<file path="src/rtl/operand_stage.sv">
// rtl/operand_stage.sv - RV32I operand-select stage with two-level bypass and 2-entry skid buffer
//
// Purpose:
//   Accepts one decoded instruction per cycle (valid/ready).
//   Resolves rs1/rs2 through an execute/writeback bypass.
//   Selects the A/B function-unit operands by instruction type.
//   Holds results in a two-entry FIFO skid buffer. in_ready and all out_* come
//   from registered state only.
//
// Configuration macro: OPSTAGE_FWD_EN
//   defined   : rs resolves through the execute bypass, then the writeback
//               bypass, then the regfile.
//   undefined : rs resolves to (rs==0) ? 0 : regfile data; the byp_* ports
//               are ignored.
//
// Ports:
//   clk, rst                 rising-edge clock, asynchronous active-low reset
//   in_valid/in_ready        upstream handshake
//   in_type/fun3/fun7/rd/    decoded instruction fields
//     rs1/rs2/pc/imm
//   rf_dout0/rf_dout1        regfile read data for in_rs1/in_rs2
//   byp_{ex,wb}_{we,rd,data} bypass sources (execute has priority)
//   flush                    synchronous kill of buffered and incoming entries
//   out_valid/out_ready      downstream handshake
//   out_a/out_b/out_rs2      selected operands and resolved rs2
//   out_type/fun3/fun7/rd    forwarded instruction fields
//   out_illegal              in_type was outside 0..8

module operand_stage #(
    parameter int XLEN   = 32,
    parameter int RADDR  = 5,
    parameter int PC_INC = 4
) (
    input  logic             clk,
    input  logic             rst,
    input  logic             in_valid,
    output logic             in_ready,
    input  logic [3:0]       in_type,
    input  logic [2:0]       in_fun3,
    input  logic             in_fun7,
    input  logic [RADDR-1:0] in_rd,
    input  logic [RADDR-1:0] in_rs1,
    input  logic [RADDR-1:0] in_rs2,
    input  logic [XLEN-1:0]  in_pc,
    input  logic [XLEN-1:0]  in_imm,
    input  logic [XLEN-1:0]  rf_dout0,
    input  logic [XLEN-1:0]  rf_dout1,
    input  logic             byp_ex_we,
    input  logic             byp_wb_we,
    input  logic [RADDR-1:0] byp_ex_rd,
    input  logic [RADDR-1:0] byp_wb_rd,
    input  logic [XLEN-1:0]  byp_ex_data,
    input  logic [XLEN-1:0]  byp_wb_data,
    input  logic             flush,
    output logic             out_valid,
    input  logic             out_ready,
    output logic [XLEN-1:0]  out_a,
    output logic [XLEN-1:0]  out_b,
    output logic [XLEN-1:0]  out_rs2,
    output logic [3:0]       out_type,
    output logic [2:0]       out_fun3,
    output logic             out_fun7,
    output logic [RADDR-1:0] out_rd,
    output logic             out_illegal
);

    localparam logic [3:0] T_LOAD  = 4'd0;
    localparam logic [3:0] T_IMM   = 4'd1;
    localparam logic [3:0] T_STORE = 4'd2;
    localparam logic [3:0] T_REG   = 4'd3;
    localparam logic [3:0] T_LUI   = 4'd4;
    localparam logic [3:0] T_AUIPC = 4'd5;
    localparam logic [3:0] T_BRNCH = 4'd6;
    localparam logic [3:0] T_JALR  = 4'd7;
    localparam logic [3:0] T_JAL   = 4'd8;

    typedef struct packed {
        logic [XLEN-1:0]  a;
        logic [XLEN-1:0]  b;
        logic [XLEN-1:0]  rs2;
        logic [3:0]       typ;
        logic [2:0]       fun3;
        logic             fun7;
        logic [RADDR-1:0] rd;
        logic             illegal;
    } entry_t;

    entry_t     mem [2];
    logic       head;
    logic [1:0] count;

    logic [XLEN-1:0] rs1_val;
    logic [XLEN-1:0] rs2_val;
    entry_t          new_entry;
    logic            push;
    logic            pop;
    logic            tail;

    // ------------------------------------------------------------------
    // Source resolve
    // ------------------------------------------------------------------
`ifdef OPSTAGE_FWD_EN
    always_comb begin
        rs1_val = rf_dout0;
        if (in_rs1 == '0)
            rs1_val = '0;
        else if (byp_ex_we && byp_ex_rd == in_rs1)
            rs1_val = byp_ex_data;
        else if (byp_wb_we && byp_wb_rd == in_rs1)
            rs1_val = byp_wb_data;
    end

    always_comb begin
        rs2_val = rf_dout1;
        if (in_rs2 == '0)
            rs2_val = '0;
        else if (byp_ex_we && byp_ex_rd == in_rs2)
            rs2_val = byp_ex_data;
        else if (byp_wb_we && byp_wb_rd == in_rs2)
            rs2_val = byp_wb_data;
    end
`else
    // The bypass inputs stay on the port list so both builds share one
    // wrapper. They are reduced here only to keep them visibly consumed.
    logic unused_byp;
    assign unused_byp = ^{byp_ex_we, byp_wb_we, byp_ex_rd, byp_wb_rd,
                          byp_ex_data, byp_wb_data};

    assign rs1_val = (in_rs1 == '0) ? '0 : rf_dout0;
    assign rs2_val = (in_rs2 == '0) ? '0 : rf_dout1;
`endif

    // ------------------------------------------------------------------
    // Operand select
    // ------------------------------------------------------------------
    always_comb begin
        new_entry         = '0;
        new_entry.typ     = in_type;
        new_entry.fun3    = in_fun3;
        new_entry.fun7    = in_fun7;
        new_entry.rd      = in_rd;
        new_entry.rs2     = rs2_val;
        new_entry.illegal = 1'b0;
        unique case (in_type)
            T_LOAD, T_IMM, T_STORE: begin
                new_entry.a = rs1_val;
                new_entry.b = in_imm;
            end
            T_REG, T_BRNCH: begin
                new_entry.a = rs1_val;
                new_entry.b = rs2_val;
            end
            T_LUI: begin
                new_entry.a = '0;
                new_entry.b = in_imm;
            end
            T_AUIPC: begin
                new_entry.a = in_pc;
                new_entry.b = in_imm;
            end
            T_JALR, T_JAL: begin
                new_entry.a = in_pc;
                new_entry.b = XLEN'(PC_INC);
            end
            default: begin
                // Illegal types still flow, so downstream sees them in order.
                new_entry.a       = '1;
                new_entry.b       = '1;
                new_entry.illegal = 1'b1;
            end
        endcase
    end

    // ------------------------------------------------------------------
    // Skid buffer
    // ------------------------------------------------------------------
    assign in_ready  = (count != 2'd2);
    assign out_valid = (count != 2'd0);

    assign push = in_valid && in_ready && !flush;
    assign pop  = out_valid && out_ready;
    // Free slot follows the head. When count==1, a pop in the same cycle
    // moves head onto the other slot, which is exactly the slot written.
    assign tail = head ^ count[0];

    always_ff @(posedge clk or negedge rst) begin
        if (!rst) begin
            count <= 2'd0;
            head  <= 1'b0;
        end else if (flush) begin
            count <= 2'd0;
            head  <= 1'b0;
        end else begin
            if (pop)
                head <= ~head;
            case ({push, pop})
                2'b10:   count <= count + 2'd1;
                2'b01:   count <= count - 2'd1;
                default: count <= count;
            endcase
        end
    end

    always_ff @(posedge clk or negedge rst) begin
        if (!rst) begin
            mem[0] <= '0;
            mem[1] <= '0;
        end else if (push) begin
            mem[tail] <= new_entry;
        end
    end

    assign out_a       = mem[head].a;
    assign out_b       = mem[head].b;
    assign out_rs2     = mem[head].rs2;
    assign out_type    = mem[head].typ;
    assign out_fun3    = mem[head].fun3;
    assign out_fun7    = mem[head].fun7;
    assign out_rd      = mem[head].rd;
    assign out_illegal = mem[head].illegal;

endmodule

</file>
<file path="config.mk">
export PLATFORM = sky130hd
export DESIGN_NAME = operand_stage
export DESIGN_NICKNAME = d
export VERILOG_FILES = /design/src/rtl/operand_stage.sv
export SDC_FILE = /design/constraint.sdc
export NUM_CORES = 1
export LEC_CHECK = 0
export BUFFER_PORTS_ARGS = -buffer_cell sky130_fd_sc_hd__buf_2
export CAP_MARGIN = 20
export CORE_ASPECT_RATIO = 1.4
export CORE_MARGIN = 2
export CORE_UTILIZATION = 40
export DETAILED_ROUTE_END_ITERATION = 6
export HOLD_SLACK_MARGIN = 0.03
export PLACE_DENSITY = 0.63
export SLEW_MARGIN = 15
export SYNTH_ARGS = -nofsm -noshare
export SYNTH_HDL_FRONTEND = slang
export SYNTH_SLANG_ARGS = --single-unit
</file>
<file path="constraint.sdc">
create_clock -name clk -period 2.9 [get_ports clk]
set_clock_uncertainty 0.15 [all_clocks]
set_input_delay 0.29 -clock clk [delete_from_list [all_inputs] [get_ports clk]]
set_output_delay 0.29 -clock clk [all_outputs]
set_load 0.01 [all_outputs]
</file>
=== After elaboration in Yosys (flattened, before gate mapping) ===
Index checks and enable logic that the tools add are counted.

* Flip-flop bits (word level): 223
* Bits of input ports: 232
* Output and inout bits: 112
* Word-level logic and storage cells: 67

* Add/subtract/negate cells: 2
* Magnitude comparators: 3
* Equality and inequality tests: 11
* Multiplexer cells: 14
* Bitwise logic cells: 4
* Reduce and logical (&&, ||, !) cells: 15

{| class="wikitable"
|+ Operator list
! operator !! number
|-
| 110-bit 2-to-1 mux || 4
|-
| 64-bit case mux with 5 select lines || 1
|-
| 220-bit bitwise mux || 1
|-
| 110-bit demux with 1-bit select || 1
|-
| 32-bit 2-to-1 mux || 2
|-
| 4-bit by 3-bit == test with 1-bit output (second input constant) || 4
|-
| 5-bit zero test || 2
|-
| 9-bit OR reduction || 1
|-
| 4-bit by 2-bit == test with 1-bit output (second input constant) || 2
|-
| 4-bit by 1-bit == test with 1-bit output (second input constant) || 1
|-
| 4-bit == test (second input constant) || 1
|-
| 2-bit >= comparator (second input constant) || 2
|-
| 1-bit logical AND || 4
|-
| 4-bit zero test || 1
|-
| 1-bit inverter with 2-bit output || 2
|-
| 2-bit case mux with 2 select lines || 1
|-
| 2-bit nonzero test || 2
|-
| 2-bit OR reduction || 2
|-
| 1-bit 2-to-1 mux || 3
|-
| 3-bit nonzero test || 1
|-
| 3-bit OR reduction || 1
|-
| 2-bit by 1-bit adder with 2-bit output (second input constant) || 1
|-
| 2-bit by 1-bit == test with 1-bit output (second input constant) || 1
|-
| 2-bit == test (second input constant) || 1
|-
| other kinds (7) || 7
|}

=== Depth between registers and ports, before layout ===
Gate-level depths: netlist (run 1).

* Word-level depth: 7
* Depth in mapped cells: 8
* Depth with buffers taken out: 5

=== Worst setup path before layout (run 1) ===
OpenSTA, ideal clock, no wires.

* Kind: reg-to-output
* From: reg head
* To: out out_a[0]
* Arrival: 1.298 ns
* Required time: 2.460 ns
* Setup slack: 1.162 ns
* Stages on the path, launching flop included: 5
* Buffers on the path: 3
* Cell sequence: dfrtp_1 buf_2 clkbuf_1 buf_2 mux2_2

* Word-level cells in the longest chain between the ends: 4

{| class="wikitable"
|+ RTL lines
! what !! line !! source
|-
| start, declared || 89 || <nowiki>logic head;</nowiki>
|-
| start signal, assigned || 195 || <nowiki>head <= ~head;</nowiki>
|-
| 1-bit inverter with 2-bit output (not written as such) || 213 || <nowiki>assign out_a = mem[head].a;</nowiki>
|-
| 110-bit 2-to-1 mux (3 in series) || -- ||
|-
| end, declared || 57 || <nowiki>output logic [XLEN-1:0] out_a,</nowiki>
|}

Every way passes these cells. The select of a mux whose other input is x is not followed.

=== Worst setup path after layout (run 1) ===
* From: reg head
* To: out out_b[31]

* Word-level cells in the longest chain between the ends: 4

{| class="wikitable"
|+ RTL lines
! what !! line !! source
|-
| 1-bit inverter with 2-bit output (not written as such) || 214 || <nowiki>assign out_b = mem[head].b;</nowiki>
|-
| 110-bit 2-to-1 mux (3 in series) || -- ||
|-
| end, declared || 58 || <nowiki>output logic [XLEN-1:0] out_b,</nowiki>
|}

Every way passes these cells. The select of a mux whose other input is x is not followed.

==> results of run 1 <==
flip-flops by register name, summed over array words and instances (netlist names):
| name | flops |
|---|---|
| count | 2 |
| head | 1 |
| mem | 220 |
critical path, stage by stage, from the launching register on:
cell	delay (ps)
dfrtp_4	790
buf_12	320
mux2_2	370
buf_2	160
layer usage:
layer  GRT usage (%)  up-vias
li1                -     4680
met1            25.5     4542
met2            37.5      279
met3            4.13       67
met4            7.44        0
met5               0        -
power by group through the flow:
stage                     registers, mW  clock network, mW  logic (mW)
after CTS                          4.44               2.90        2.84
final                              4.44               2.81        2.82
after global placement             4.45                  0        2.66
after detailed placement           4.50                  0        2.71
after global routing               4.57               3.03        3.16
after floorplan                    4.35                  0        1.78
timing repair:
action / in CTS / in global routing
hold buffers: 110 / 0
setup endpoints to repair: 0 / 0
endpoints found under the hold margin: 397 / 0
worst max path at each step:
stage                           from          to  slack [ps]  cells past startpoint
after floorplan                 head    out_a[0]        1160                      4
after global placement    in_type[0]    mem[188]         640                      6
after detailed placement  in_type[0]    mem[198]         620                      6
after CTS                       head   out_b[31]         230                      3
after global routing            head  out_rs2[0]         170                      3
final                           head   out_b[31]         240                      3
per-stage QoR:
step / power (mW) / utilization, % / hold WS (ps) / worst slack [ps] / instances
after floorplan: 6.13 / - / -156 / 1160 / 1144
after global placement: 7.11 / 46.6 / 74.3 / 644 / 1695
after detailed placement: 7.21 / 46.6 / 78.4 / 621 / 1695
after CTS: 10.2 / 53.3 / 30.8 / 232 / 1844
after global routing: 10.8 / 53.3 / 36.9 / 171 / 1845
final: 10.1 / 53.3 / 35.1 / 239 / 1845
cells by family after synthesis:
logic type,count (synthesis)
multiplexers,123
AO/OA/AOI/OAI,302
AND/OR/NAND/NOR,388
flip-flops,223
buffers and inverters,106
XOR/XNOR,2
placed cells by master, fill, tap and decap left out, drive strengths merged, types with 2 or more instances in the layout:
cell type    netlist  final
mux2             123    123
nand2            270    270
buf               64    290
nor4              32     32
a31oi             65     65
dfrtp            223    223
nand2b             6      6
clkbuf            40     36
or2               31     31
nor2              40     40
dlygate4sd3        0    110
a32oi             31     31
o21ai            198    198
a21oi              3      3
clkinv             0      2
inv                2      3
nor3               4      4
layout make-up:
type | instances | area (um2)
fillers | 2448 | 12600
well taps | 365 | 457
diodes | 1 | 2.50
clock buffers | 36 | 694
clock inverters | 3 | 18.8
inverters | 2 | 7.51
flip-flops and latches | 223 | 5580
repair buffers | 400 | 2750
multi-input cells | 815 | 4850
==> impl_metrics.toml, run 1 <==
[power]
power_per_cell_area_mw_per_mm2 = 701
p_clk_share_pct = 27.9
p_sw_share_pct = 30.6
intPower_mw = 6.98
p_leak_nw = 6.82
p_sw_mw = 3.08
peakVddDrop_uv = 376
p_comb_share_pct = 28.0
power_frac_seq_pct = 44.1

[place]
gp_congestion = 0.783
placed_area_mm2 = 0.0125
port_buffers = 267
hpwlAfterDp_mm = 19.2

[yosys]
synth-async-reset-ratio_pct = 100
synthSimpleGateAreaFrac_pct = 15.2
avgSynthCellArea_um2 = 9.57
synth-seq-area-share_pct = 51.0
synthXorXnorAreaFrac_pct = 0.160
synth_top_area_share_pct = 51.0
synth_top_family_by_area = "compound AO/OA/AOI/OAI gates"
synthMuxAreaShare_pct = 12.7
synth_ff_type = "dfrtp_1"
yosys-top-cells-area = "dfrtp_1, mux2_2, nand2_1"
synth_top_area_cell = "dfrtp_1"
yosysMostFrequentCell = "nand2_1"
synth_cells = 1144
ys_warn_count = 0
ys_ff_latch = 223
synthTopCellsByCount = "nand2_1, dfrtp_1, mux2_2"
synth_cell_types = 36
syn_nets = 1376
synth_compound_gate_area_share_pct = 16.0
synth_edf_count = 0
synth_adder_area_share_pct = 0
netlist_area_mm2 = 0.0109

[route]
drc_errors = 0
wl_met1_mm = 12.4
drt_iter0_drc = 377
highest_layer = "met4"
drt-total-wl_mm = 30.6
routedWlPerCell_um = 16.6
drt_first_pass_iters = 4
drtAntennaViolNets = 0
wl_met2_mm = 15.4
met3WireLength_mm = 1.82
vias = 9568
via_per_inst = 5.19

[timing]
worst_pin_slew_ps = 952
relSlewSlack_pct = 36.4
post-route-min-period_ps = 2660
grt_setup_unrepaired = "false"
tns_ps = 0
finalCritPeriodShare_pct = 91.8
setup_viol = 0
hold_violations = 0
fmaxAchievable_ghz = 0.376
slew_violations = 0

[floorplan]
die-height_um = 200
core-area_mm2 = 0.0269
dieArea_mm2 = 0.0287
rows = 71
fp.dieW_um = 144
io-pin-count = 344
initial_core_util_pct = 40.7

[clocking]
htreeDepth = 1
cts_made_buffers = 23
root_buffer = "clkbuf_16"
clk_pin_slew_ps = 60
worstSkewPairLatency_ps = 520
cts.sinks = 223
post_cts_buffers = 0
ctsResizeCount = 0
cts_tree = "built"
clockBufferDepth = 3

[final_layout]
fin_nets = 1697
layout-drive-gt1-share_pct = 33.0
syn_to_final_growth_pct = 31.1
postLayoutCellArea_mm2 = 0.0144

[setup_path]
crit_required_ps = 2460
setup.worst_path.class = "flip-flop to primary output"
critical_path.max_fanout = 40
worstPathArrival_ps = 2220
endpoint_kind = "primary output"
rrSetupSlack_ps = 680
r2r-start = "head"
critPathLaunchType = "flip-flop"
r2r_cells = 5
timing.rr.end = "mem[45]"

[min_path]
min_from = "rf_dout0[10]"
holdPathStages = 3
hold_end = "mem[198]"
hold_path.class = "input port to flip-flop"

[global_routing]
overflow = 0
grt_usage_pct = 21.2
antenna_found_initial = 1
grt_pass1_wl_mm = 48.8
grt_max_degree = 119
grt_pass1_vias = 9564

[status]
status = "completed"

[flow_run]
drv_cap = 0
No activity file was read; power rests on OpenSTA's default activity.
==> run 2: changes to the inputs <==
--- a/config.mk
+++ b/config.mk
@@ -9,10 +9,10 @@
 export CAP_MARGIN = 20
 export CORE_ASPECT_RATIO = 1.4
 export CORE_MARGIN = 2
-export CORE_UTILIZATION = 40
+export CORE_UTILIZATION = 52
 export DETAILED_ROUTE_END_ITERATION = 6
 export HOLD_SLACK_MARGIN = 0.03
-export PLACE_DENSITY = 0.63
+export PLACE_DENSITY = 0.79
 export SLEW_MARGIN = 15
 export SYNTH_ARGS = -nofsm -noshare
 export SYNTH_HDL_FRONTEND = slang
==> constraint.sdc (replaced) <==
create_clock -name clk -period 2.5 [get_ports clk]
set_clock_uncertainty 0.15 [all_clocks]
set_input_delay 0.25 -clock clk [delete_from_list [all_inputs] [get_ports clk]]
set_output_delay 0.25 -clock clk [all_outputs]
set_load 0.01 [all_outputs]
==> run 2 against run 1 <==
Against the previous run:
- combinational power up 20%
- clock power grew 17%
- global-route usage increased by 6.3 points
- via count grew 4.9%
- sequential share of layout area shrank 0.37 points
- total power increased by 18%
- die area shrank 23%
- sequential power increased by 16%
- flip-flop and latch count is the same
- core utilization grew 17 points
- count of clock-buffer cells in the layout is 4 lower
- wire length rose by 2.0%
- largest cell class unchanged
- largest power group unchanged
==> impl_metrics.toml, run 2 (synthesis gave the netlist of run 1 again) <==
[global_routing]
grt_pass1_wl_mm = 50.3
grt_usage_pct = 27.5
grt_pass1_vias = 10100
grt_max_degree = 94
antenna_found_initial = 1
overflow = 0

[timing]
fmaxAchievable_ghz = 0.432
relSlewSlack_pct = 30.5
worst_pin_slew_ps = 1040
grt_setup_unrepaired = "false"
finalCritPeriodShare_pct = 92.5
slew_violations = 0
post-route-min-period_ps = 2310
hold_violations = 0
tns_ps = 0
whs_ps = 41.5
setup_viol = 0

[setup_path]
endpoint_kind = "primary output"
crit_chain = "buf_12 > mux2_2 > buf_2"
r2r_cells = 6
critPathLaunchType = "flip-flop"
worstPathArrival_ps = 1910
slowest_delay_ps = 480
r2r-start = "head"
crit_required_ps = 2100
rrSetupSlack_ps = 530
timing.rr.end = "mem[184]"
slowest_stage = "dfrtp_4"
crit_buf_inv = 2
critical_path.max_fanout = 58
cp_top_family = "flip-flops"
setup.worst_path.class = "flip-flop to primary output"

[route]
drt_first_pass_iters = 5
drt_iter0_drc = 738
drc_errors = 0
drt-total-wl_mm = 31.3
drtAntennaViolNets = 0
routedWlPerCell_um = 17.8
via_per_inst = 5.72
vias = 10000

[final_layout]
fill_cells = 1486
fin_nets = 1716
final_common_cell = "nand2_1"
final_cell_mix = "nand2_1, buf_2, dfrtp_1, dlygate4sd3_1, mux2_2"
stdcell_count = 1754
top_register = "mem"
largest_reg_flops = 220
syn_to_final_growth_pct = 32.4
final_util_pct = 70.5
largest_registers = "mem: 220 flops, count: 2 flops, head: 1 flops"
layout-drive-gt1-share_pct = 32.9

[clocking]
cts_tree = "built"
post_cts_buffers = 0
htreeDepth = 1
cts_made_buffers = 22
cts.sinks = 223
root_buffer = "clkbuf_16"
clk_pin_slew_ps = 60
worstSkewPairLatency_ps = 510
ctsResizeCount = 0
cts-hold-fix-buffers = 126
clockBufferDepth = 3

[floorplan]
core-area_mm2 = 0.0206
dieArea_mm2 = 0.0222
fp.dieW_um = 127
io-pin-count = 344
die-height_um = 176
rows = 62
initial_core_util_pct = 53.3

[place]
hpwlAfterDp_mm = 18.7
port_buffers = 267
gp_congestion = 0.806
placedCellCount = 1590

[min_path]
hold_end = "mem[106]"
holdPathStages = 5
min_from = "in_pc[28]"
hold_path.class = "input port to flip-flop"

[status]
status = "completed"

[power]
peakVddDrop_uv = 525
p_leak_nw = 6.95
power_per_cell_area_mw_per_mm2 = 818
p_total_mw = 11.9

[flow_run]
drv_cap = 0
## run 2: worst max path at each step
stage	startpoint	end	slack, ps	cells after the start
4_1_cts	head	out_a[31]	180	3
5_1_grt	head	out_b[31]	150	3
2_1_floorplan	head	out_a[0]	800	4
3_3_place_gp	in_type[3]	mem[187]	470	5
3_5_place_dp	in_type[3]	mem[70]	400	5
6_report	head	out_a[1]	190	3
## run 2: worst min-delay path, cell delays in order
cell     delay (ps)
buf_2            90
nor4_1           40
nor2_1           90
a31oi_1          60
o21ai_1         120
## run 2: stage by stage
stage	worst slack (ps)	cell area, um2
final	187	14500
after global routing	154	14500
after detailed placement	400	12500
after floorplan	802	10900
after global placement	466	12500
after CTS	182	14500
## run 2: final cells by class
class	count	area [um2]	share of cell area, %
diodes	1	2.50	0.0173
clock buffers	32	658	4.54
clock inverters	5	63.8	0.440
inverters	2	7.51	0.0518
multi-input cells	815	4850	33.4
flip-flops and latches	223	5580	38.5
well taps	256	320	2.21
repair buffers	420	3010	20.8
## run 2: metal layers
metal,global-route usage (%),share of wire [%],wire [um]
met2,46.6,49,15300
met1,34.9,40,12400
met4,12.1,4.7,1460
met5,0,0,0
met3,4.23,6.6,2070
## run 2: report_power, final
part	total (mW)	internal (mW)	switching, mW
clock	3.29	1.93	1.37
combinational	3.39	1.62	1.77
sequential	5.17	4.65	0.528
total	11.9	8.19	3.67
==> run 3: changes to the inputs <==
--- a/config.mk
+++ b/config.mk
@@ -5,6 +5,7 @@
 export SDC_FILE = /design/constraint.sdc
 export NUM_CORES = 1
 export LEC_CHECK = 0
+export ABC_AREA = 1
 export BUFFER_PORTS_ARGS = -buffer_cell sky130_fd_sc_hd__buf_2
 export CAP_MARGIN = 20
 export CORE_ASPECT_RATIO = 1.4
==> run 3 against run 2 <==
Against the previous run:
- the flow now finishes with violations (design-rule violations, negative setup slack)
- hold slack improved by 4.5 ps
- core utilization shrank 0.77 points
- count of clock-buffer cells in the layout decreased by 4
- sequential power is 19% higher
==> impl_metrics.toml, run 3 <==
[place]
hpwlAfterDp_mm = 19.5
gp_congestion = 0.833
placedCellCount = 2027
port_buffers = 267

[floorplan]
initial_core_util_pct = 52.9
core-area_mm2 = 0.0212
rows = 63
fp.dieW_um = 128
die-height_um = 178
io-pin-count = 344
dieArea_mm2 = 0.0228

[global_routing]
overflow = 0
grt_max_degree = 93
grt_usage_pct = 31.5
antenna_found_initial = 1
grt_pass1_wl_mm = 57.8
grt_pass1_vias = 11800

[flow_run]
drv_cap = 0

[final_layout]
fin_nets = 2155
syn_to_final_growth_pct = 31.7
stdcell_count = 2201
top_register = "mem"
largest_registers = "mem: 220 flops, count: 2 flops, head: 1 flops"
final_cell_mix = "nand2_1, buf_2, dfrtp_1, dlygate4sd3_1, nand3_1"
largest_reg_flops = 220
final_common_cell = "nand2_1"
layout-drive-gt1-share_pct = 18.3

[yosys]
yosysMostFrequentCell = "nand2_1"
synth-seq-area-share_pct = 49.7
synthSimpleGateAreaFrac_pct = 37.0
synth_cells = 1578
synthXorXnorAreaFrac_pct = 0.145
synth_adder_area_share_pct = 0
avgSynthCellArea_um2 = 7.11
synthTopCellsByCount = "nand2_1, dfrtp_1, nand3_1"
yosys-top-cells-area = "dfrtp_1, nand2_1, nand3_1"
netlist_area_mm2 = 0.0112
synth_top_area_share_pct = 49.7
synth-async-reset-ratio_pct = 100
synth_top_area_cell = "dfrtp_1"
synth_ff_type = "dfrtp_1"
ys_warn_count = 0
synthMuxAreaShare_pct = 0
synth_top_family_by_area = "simple AND/OR/NAND/NOR gates"
synth_edf_count = 0
synth_compound_gate_area_share_pct = 5.96
syn_nets = 1810
ys_ff_latch = 223
synth_cell_types = 22

[power]
p_total_mw = 16.3
peakVddDrop_uv = 603
p_leak_nw = 8.35
power_per_cell_area_mw_per_mm2 = 1100

[status]
status = "finished with violations"
violations = "design-rule violations, negative setup slack"

[timing]
hold_violations = 0
post-route-min-period_ps = 2550
finalCritPeriodShare_pct = 102
fin_ws_ps = -52.0
slew_violations = 0
fmaxAchievable_ghz = 0.392
worst_pin_slew_ps = 688
grt_setup_unrepaired = "true"
relSlewSlack_pct = 54.1
setup_viol = 2

[setup_path]
critPathLaunchType = "input port"
endpoint_kind = "flip-flop"
crit_required_ps = 2730
worstPathArrival_ps = 2780
critical_path.max_fanout = 8
setup.worst_path.class = "input port to flip-flop"

[min_path]
hold_path.class = "input port to flip-flop"

[clocking]
root_buffer = "clkbuf_16"
cts_tree = "built"
cts_made_buffers = 22
htreeDepth = 1
clk_pin_slew_ps = 60
cts.sinks = 223
worstSkewPairLatency_ps = 510
clockBufferDepth = 3

[route]
drt_first_pass_iters = 7
drc_errors = 1
via_per_inst = 5.42
routedWlPerCell_um = 16.5
vias = 11900
drtAntennaViolNets = 0
drt-total-wl_mm = 36.3
drt_iter0_drc = 1010
-- run 3: critical path: stages --
cell and delay [ps]:
dlygate4sd3_1 530, buf_4 170, nor2_2 130, nand2_1 80, nand2_2 90, clkinvlp_4 260, clkbuf_16 270, a21oi_1 140
nand2_1 110, nand2_1 70, nand2_1 80, dlygate4sd3_1 580
-- run 3: worst paths after layout --
path | startpoint | to | slack (ps) | cells past startpoint
worst max-delay path | in_type[1] | mem[192] | -50 | 12
worst min-delay path | in_imm[23] | mem[69] | 50 | 7
worst max register to register | head | mem[202] | -10 | 7
worst min register to register | mem[169] | mem[169] | 330 | 2
max in group asynchronous | rst | mem[65] | 1240 | 3
min in group asynchronous | rst | mem[127] | 180 | 2
-- run 3: metal layers --
metal | vias up | part of all wire (%) | track usage [%]
li1 | 5554 | - | -
met1 | 5514 | 38 | 39.1
met2 | 683 | 48 | 52.0
met3 | 182 | 9.2 | 6.33
met4 | 0 | 5.4 | 16.7
met5 | - | 0 | 0
-- run 3: area by class of cell --
cell class | instances | area (um2)
Sequential cell | 223 | 5580
Timing Repair Buffer | 424 | 3010
Clock inverter | 12 | 141
Antenna cell | 2 | 5.00
Multi-Input combinational cell | 1194 | 4850
Fill cell | 1640 | 6420
Tap cell | 260 | 325
Clock buffer | 28 | 634
Inverter | 58 | 235
-- run 3: timing repair --
item / 4_1_cts / 5_1_grt
hold buffers: 128 / 0
gates resized for setup: 0 / 15
buffers inserted: 0 / 2
setup endpoints to repair: 0 / 15
hold endpoints to repair: 291 / 0
-- run 3: power breakdown --
group | internal (mW) | switching (mW) | leakage (nW)
clock | 2.11 | 1.43 | 0.387
sequential | 5.29 | 0.866 | 2.78
combinational | 2.50 | 4.12 | 5.18
total | 9.90 | 6.42 | 8.35
-- run 3: cells by family (layout without fill, tap and decap cells) --
group | count (synthesis) | in the layout
xor+xnor | 1 | 1
other cells | 0 | 2
compound gates | 133 | 133
buf+inv | 161 | 522
simple gates | 1060 | 1060
flops | 223 | 223
-- run 3: metrics by stage --
| stage | area [um2] | utilization, % | TNS, ps | hold WS, ps | setup WS, ps |
|---|---|---|---|---|---|
| 2_1_floorplan | 11200 | - | 0 | -196 | 881 |
| 3_3_place_gp | 12600 | 59.5 | 0 | 121 | 566 |
| 3_5_place_dp | 12600 | 59.5 | 0 | 122 | 512 |
| 4_1_cts | 14700 | 69.2 | 0 | 33.6 | 16.4 |
| 5_1_grt | 14800 | 69.7 | -299 | 94.7 | -101 |
| 6_report | 14800 | 69.7 | -89.3 | 46.0 | -52.0 |
